===== src/rtl/sram_arbiter.sv =====
// N-master Wishbone-lite to single-port SRAM arbiter with registered one-hot grant,
// round-robin or fixed-priority selection, byte-to-word address shift and a bus watchdog.
module sram_arbiter #(
    parameter int NUM_MASTERS = 2,
    parameter int AW          = 32,
    parameter int DW          = 32,
    parameter int ADDR_SHIFT  = 2,
    parameter int RR_MODE     = 1,
    parameter int TIMEOUT     = 255
) (
    input  logic                        clk,
    input  logic                        i_rst_n,
    input  logic [NUM_MASTERS-1:0]      i_m_cyc,
    input  logic [NUM_MASTERS-1:0]      i_m_we,
    input  logic [NUM_MASTERS*AW-1:0]   i_m_adr,
    input  logic [NUM_MASTERS*DW-1:0]   i_m_dat,
    input  logic [NUM_MASTERS*DW/8-1:0] i_m_sel,
    output logic [DW-1:0]               o_m_rdt,
    output logic [NUM_MASTERS-1:0]      o_m_ack,
    output logic [NUM_MASTERS-1:0]      o_m_err,
    output logic [AW-1:0]               o_sram_addr,
    output logic [DW-1:0]               o_sram_wdata,
    output logic [DW/8-1:0]             o_sram_wmask,
    output logic                        o_sram_we,
    output logic                        o_sram_cs,
    input  logic [DW-1:0]               i_sram_rdata,
    input  logic                        i_sram_ack,
    output logic [NUM_MASTERS-1:0]      o_grant,
    output logic                        o_busy
);

    localparam int SW = DW / 8;
    localparam int IW = $clog2(NUM_MASTERS);
    localparam int CW = (TIMEOUT > 0) ? $clog2(TIMEOUT + 1) : 1;

    typedef enum logic {IDLE, BUSY} state_t;

    state_t                 state, state_nxt;
    logic [NUM_MASTERS-1:0] grant, grant_nxt;
    logic [IW-1:0]          ptr, ptr_nxt;
    logic [CW-1:0]          cnt, cnt_nxt;
    logic [IW-1:0]          gidx;
    logic [IW-1:0]          win_idx;
    logic                   timeout_hit;
    logic                   done;

    // Index of the granted master, recovered from the one-hot grant register.
    always_comb begin
        gidx = '0;
        for (int i = 0; i < NUM_MASTERS; i++) begin
            if (grant[i]) gidx = IW'(i);
        end
    end

    // Descending scan so the last hit, i.e. the first in search order, wins.
    always_comb begin
        win_idx = '0;
        for (int k = NUM_MASTERS - 1; k >= 0; k--) begin
            if (RR_MODE != 0) begin
                if (i_m_cyc[(int'(ptr) + k) % NUM_MASTERS])
                    win_idx = IW'((int'(ptr) + k) % NUM_MASTERS);
            end else if (i_m_cyc[k]) begin
                win_idx = IW'(k);
            end
        end
    end

    assign timeout_hit = (TIMEOUT != 0) && (cnt == CW'(TIMEOUT - 1));
    assign o_grant     = grant;
    assign o_m_rdt     = i_sram_rdata;

    // NOTE: every signal driven here gets a default first, so no path can infer a latch.
    always_comb begin
        state_nxt    = state;
        grant_nxt    = grant;
        ptr_nxt      = ptr;
        cnt_nxt      = cnt;
        done         = 1'b0;
        o_m_ack      = '0;
        o_m_err      = '0;
        o_sram_addr  = '0;
        o_sram_wdata = '0;
        o_sram_wmask = '0;
        o_sram_we    = 1'b0;
        o_sram_cs    = 1'b0;
        o_busy       = 1'b0;
        case (state)
            IDLE: begin
                if (|i_m_cyc) begin
                    grant_nxt = NUM_MASTERS'(1) << win_idx;
                    cnt_nxt   = '0;
                    state_nxt = BUSY;
                end
            end
            BUSY: begin
                o_busy       = 1'b1;
                o_sram_cs    = 1'b1;
                o_sram_addr  = i_m_adr[gidx*AW +: AW] >> ADDR_SHIFT;
                o_sram_wdata = i_m_dat[gidx*DW +: DW];
                o_sram_wmask = i_m_sel[gidx*SW +: SW];
                o_sram_we    = i_m_we[gidx];
                // Ack beats both abort and expiry; an aborted master gets no err.
                if (i_sram_ack) begin
                    o_m_ack = grant;
                    done    = 1'b1;
                end else if (!i_m_cyc[gidx]) begin
                    done = 1'b1;
                end else if (timeout_hit) begin
                    o_m_err = grant;
                    done    = 1'b1;
                end else if (TIMEOUT != 0) begin
                    cnt_nxt = cnt + 1'b1;
                end
                if (done) begin
                    state_nxt = IDLE;
                    grant_nxt = '0;
                    ptr_nxt   = (gidx == IW'(NUM_MASTERS - 1)) ? '0 : gidx + 1'b1;
                end
            end
            default: state_nxt = IDLE;
        endcase
    end

    // NOTE: state registers use non-blocking assignments so all of them update together at the edge.
    always_ff @(posedge clk) begin
        if (!i_rst_n) begin
            state <= IDLE;
            grant <= '0;
            ptr   <= '0;
            cnt   <= '0;
        end else begin
            state <= state_nxt;
            grant <= grant_nxt;
            ptr   <= ptr_nxt;
            cnt   <= cnt_nxt;
        end
    end

endmodule


===== config.mk =====
export PLATFORM = sky130hd
export DESIGN_NAME = sram_arbiter
export DESIGN_NICKNAME = d
export VERILOG_FILES = /design/src/rtl/sram_arbiter.sv
export SDC_FILE = /design/constraint.sdc
export NUM_CORES = 1
export LEC_CHECK = 0
export CAP_MARGIN = 10
export CORE_AREA = 4 4 107 109
export DETAILED_ROUTE_END_ITERATION = 10
export DIE_AREA = 0 0 111 113
export GPL_TIMING_DRIVEN = 0
export PLACE_DENSITY_LB_ADDON = 0.15
export SLEW_MARGIN = 20
export SYNTH_ARGS = -nofsm -noshare
export SYNTH_HDL_FRONTEND = slang
export SYNTH_SLANG_ARGS = --single-unit

===== constraint.sdc =====
create_clock -name clk -period 2.9 [get_ports clk]
set_clock_uncertainty 0.2 [all_clocks]
set_input_delay 0.435 -clock clk [delete_from_list [all_inputs] [get_ports clk]]
set_output_delay 0.435 -clock clk [all_outputs]
set_load 0.05 [all_outputs]

# After elaboration in Yosys (flattened, before gate mapping)
# Index checks and enable logic that the tools add are counted.
[classes]
n_addsub = 3
mul = 0
div = 0
magnitude_cmp = 3
n_eq_ne = 6
shifts = 4
muxes = 39
bitwise_logic = 2
reduce_logical = 4
[ops]
columns = ["op", "n"]
rows = [
  ["variable part select 64 x 7 -> 32 bit", 2],
  ["two-way mux 32 bit", 1],
  ["two-way mux 8 bit", 4],
  ["two-way mux 30 bit", 1],
  ["two-way mux 1 bit", 21],
  ["two-way mux 2 bit", 8],
  ["one-hot mux 8 bit (2 select lines)", 1],
  ["adder 8 x 1 -> 8 bit (second input constant)", 1],
  ["== test 8 bit (second input constant)", 1],
  ["variable part select 8 x 4 -> 4 bit", 1],
  ["inequality test 2 bit (second input constant)", 3],
  ["< comparator 1 x 2 -> 1 bit (second input constant)", 2],
  ["two-way mux 4 bit", 1],
  ["inequality test 2 x 1 -> 1 bit (second input constant)", 2],
  ["one-hot mux 2 bit (2 select lines)", 1],
  ["AND reduction 2 bit", 2],
  ["AND reduction 4 bit", 1],
  ["< comparator 2 x 3 -> 1 bit (second input constant)", 1],
  ["adder 1 bit (second input constant)", 2],
  ["one-hot mux 1 bit (2 select lines)", 1],
  ["OR reduction 2 bit", 1],
  ["<< shifter 1 x 1 -> 2 bit (first input constant)", 1],
  ["bitwise AND 1 bit (first input constant)", 1],
  ["inverter 1 bit", 1],
]
[totals]
register_bits = 12
latchBits = 0
ram_bits = 0
mem_bits_ro = 0
inputBits = 175
output_inout_bits = 109
elab_cells = 65
memories = 0

# Depth between registers and ports, before layout
[depth]
word_depth = 10
mapped_depth = 6

# Worst setup path before layout
# No wires, ideal clock.
[synth_path]
kind = "reg2out"
from = "register state"
to = "output o_sram_wdata[14]"
arrival_time_ns = 1.984
required_time_ns = 2.265
path_slack_ns = 0.281
stages_incl_launch_ff = 5
cell_sequence = "dfxtp_1 -> inv_2 -> clkbuf_1 -> clkbuf_1 -> nor2_1"
[synth_between]
elab_chain_len = 1
[synth_rtl]
columns = ["item", "line", "text"]
rows = [
  ["start: declaration", "38", "state_t state, state_nxt;"],
  ["start signal: assignment", "132", "state <= state_nxt;"],
  ["two-way mux 32 bit", "87", "case (state)"],
  ["end: declaration", "22", "output logic [DW-1:0] o_sram_wdata,"],
]
# No other way between the ends.

# Worst setup path after layout
[layout_path]
from = "register grant[1], in the netlist o_grant[1]"
to = "output o_sram_wdata[1]"
[layout_between]
elab_chain_len = 3
[layout_rtl]
columns = ["item", "line", "text"]
rows = [
  ["start: declaration", "39", "logic [NUM_MASTERS-1:0] grant, grant_nxt;"],
  ["start signal: assignment", "133", "grant <= grant_nxt;"],
  ["two-way mux 1 bit", "51", "if (grant[i]) gidx = IW'(i);"],
  ["variable part select 64 x 7 -> 32 bit", "99", "o_sram_wdata = i_m_dat[gidx*DW +: DW];"],
  ["two-way mux 32 bit", "87", ""],
]
# No other way between the ends.

==> results.txt <==
CP Class = reg -> out
H-tree levels = 1
Core Area = 0.0106 mm²
Vias in the first global route = 2875
Post-route total power = 1.31 mW
Clk sink count = 12
Yosys warns = 0
Clk Latency, worst-skew pair = 0.24 ns
EDFF count, synth = 0
Die extent in x = 111 µm
Mapped cell area = 0.00199 mm²
Core Rows = 38
Post-cts resize count = 24
Starting density of the core = 0.188
Clk root buf = clkbuf_8
Diode count = 0
Routed Antenna Nets = 0
Dominant synthesized flop cell = dfxtp_1
Final hold vios = 0
Clk pin slew, worst setup/hold paths = 0.06 ns
Worst path max stage delay = 0.82 ns
Leakage power = 2.35 nW
Dpl hpwl = 9.17 mm
Post-DP Area = 0.00462 mm²
Critical Path AT = 2.15 ns
Crit path capture type = output port
Number of nets in the layout = 697
Hold WC Path Type = reg -> reg
Worst-path fanout max = 10
Hold_buf cts = 0
Leading area contributor after synthesis = mux2i_1
Power per cell area = 276 mW/mm²
All-layer global routing usage = 0.153
CP Data Required Time = 2.27 ns
CP Launch Type = flip-flop
Design Area, Final = 0.00473 mm²
Yosys top cell area share = 0.341
CTS tree = done
Setup violations, final = 0
Max stage delay cell, worst path = clkdlybuf4s50_1
Critical path, cell by cell = buf_4, buf_2, mux2i_1, nor2_1, clkdlybuf4s50_1
Sequential fraction of the synthesis area = 0.121
Antenna violations before repair = 0
Number of vias per cell = 4.16
Post-synth ARST share = 0
Die height = 113 µm
Post-CTS setup buffers = 0
Overflow after GRT = 0
Commonest non-fill, non-tap cell in the layout = clkdlybuf4s50_1
Final GP Congestion = 0.822
Pin count of the biggest net entering global routing = 11
Number of distinct library cells after synthesis = 39
Slew HR = 0.521
Synth top area cells = mux2i_1, buf_4, nor2_1
Final Cycle Share = 0.961
# IOs = 284
Post-synthesis instance total = 269
Worst-Margin Slew = 0.713 ns
Routed WL per cell = 15.9 µm
VDD IR max = 0.152 mV
Drt total wl = 10.4 mm
Count of final max-slew check failures = 0
Fraction of layout cells with a size suffix above 1 = 0.116
Dpl cells = 655
Die footprint = 0.0125 mm²
Avg Cell Area, Syn = 7.41 µm²
Drt pass-1 iters = 4
Min cycle time layout = 2.79 ns
Seq cells post-synth = 12
Via count = 2743
Max Buffers Root-to-Sink = 2
Synth-to-Final Area Change = 137%
Most frequent cells in the layout = clkdlybuf4s50_1, nor2_1, mux2i_1
Initial drt markers = 57
Maximum clock rate = 0.359 GHz
Port Buffers = 245
Buf+Inv Stages, Crit Path = 3
CTS buffer count = 3
Post-route insts no fill = 659
Status = complete, no violations
Post-route DRC = 0
First-pass GRT wire length = 15.5 mm
Cell family with most CP delay = buffers and inverters
Max Cap Viol = 0
-- sequential cells by signal, indices dropped and copies added, names as in the netlist --
register and count:
cnt 8, o_grant 2, ptr 1, state 1
-- Yosys cell counts, drive strengths merged (2+ instances only) --
| cell type | number |
|---|---|
| o21ai | 5 |
| mux2i | 68 |
| nor2 | 71 |
| a21oi | 3 |
| o21a | 2 |
| nand3 | 7 |
| dfxtp | 12 |
| inv | 8 |
| nor3 | 2 |
| and2 | 2 |
| o2111ai | 3 |
| nand4 | 2 |
| and3 | 6 |
| a41o | 2 |
| o211ai | 3 |
| clkbuf | 10 |
| nor2b | 2 |
| nand2 | 2 |
| ha | 2 |
| and4 | 2 |
| buf | 43 |
-- path summary, 6_finish.rpt --
kind | start | to | slack, ns | cells after the start
worst max-delay path | o_grant[1] | o_sram_wdata[1] | 0.11 | 5
worst max register to register | cnt[0] | cnt[3] | 1.08 | 6
worst min register to register | ptr | ptr | 0.29 | 2
worst min-delay path | ptr | ptr | 0.29 | 2
-- final cells by class --
type	instances	area [µm²]
inverters	8	30.0
plain buffers	53	349
clock buffers	4	55.1
repair buffers	245	2500
flip-flops and latches	12	240
well taps	140	175
multi-input cells	197	1380
fillers	1036	5870
-- metal layers --
layer / up-vias / share of wire / wire [µm] / global-route usage
met2: 138 / 0.53 / 5490 / 0.291
met5: - / 0 / 0 / 0
li1: 1390 / - / - / -
met3: 15 / 0.10 / 1050 / 0.0497
met1: 1200 / 0.36 / 3740 / 0.168
met4: 0 / 0.016 / 172 / 0.0287
-- cell families (layout without fill, tap and decap cells) --
group,after synthesis,in the layout,synth area share
adders and majority gates,2,2,0.0126
DFF,12,12,0.121
and+or+nand+nor,100,100,0.230
AOI/OAI and AO/OA,24,24,0.0973
other,1,2,0.00188
buffers and inverters,61,310,0.188
muxes,69,69,0.349
-- per-stage QoR --
| stage | hold WS (ns) | util | setup TNS, ns | worst slack, ns |
|---|---|---|---|---|
| after CTS | 0.294 | 0.439 | 0 | 0.00217 |
| final | 0.290 | 0.446 | 0 | 0.113 |
| after global placement | 0.272 | 0.436 | -0.784 | -0.0596 |
| after detailed placement | 0.284 | 0.436 | -1.32 | -0.0924 |
| after global routing | 0.319 | 0.446 | -0.00585 | -0.00449 |
| after floorplan | 0.258 | - | 0 | 0.281 |
-- tightest hold or removal path: stages, from the launching register on --
cell and delay [ns]:
dfxtp_1 0.30, o211ai_1 0.07, o31ai_1 0.07
-- power by group --
group / total, mW / internal [mW] / switching (mW)
logic: 0.942 / 0.408 / 0.533
clock network: 0.187 / 0.120 / 0.0673
registers: 0.176 / 0.171 / 0.00567
No activity file was read; power rests on OpenSTA's default activity.
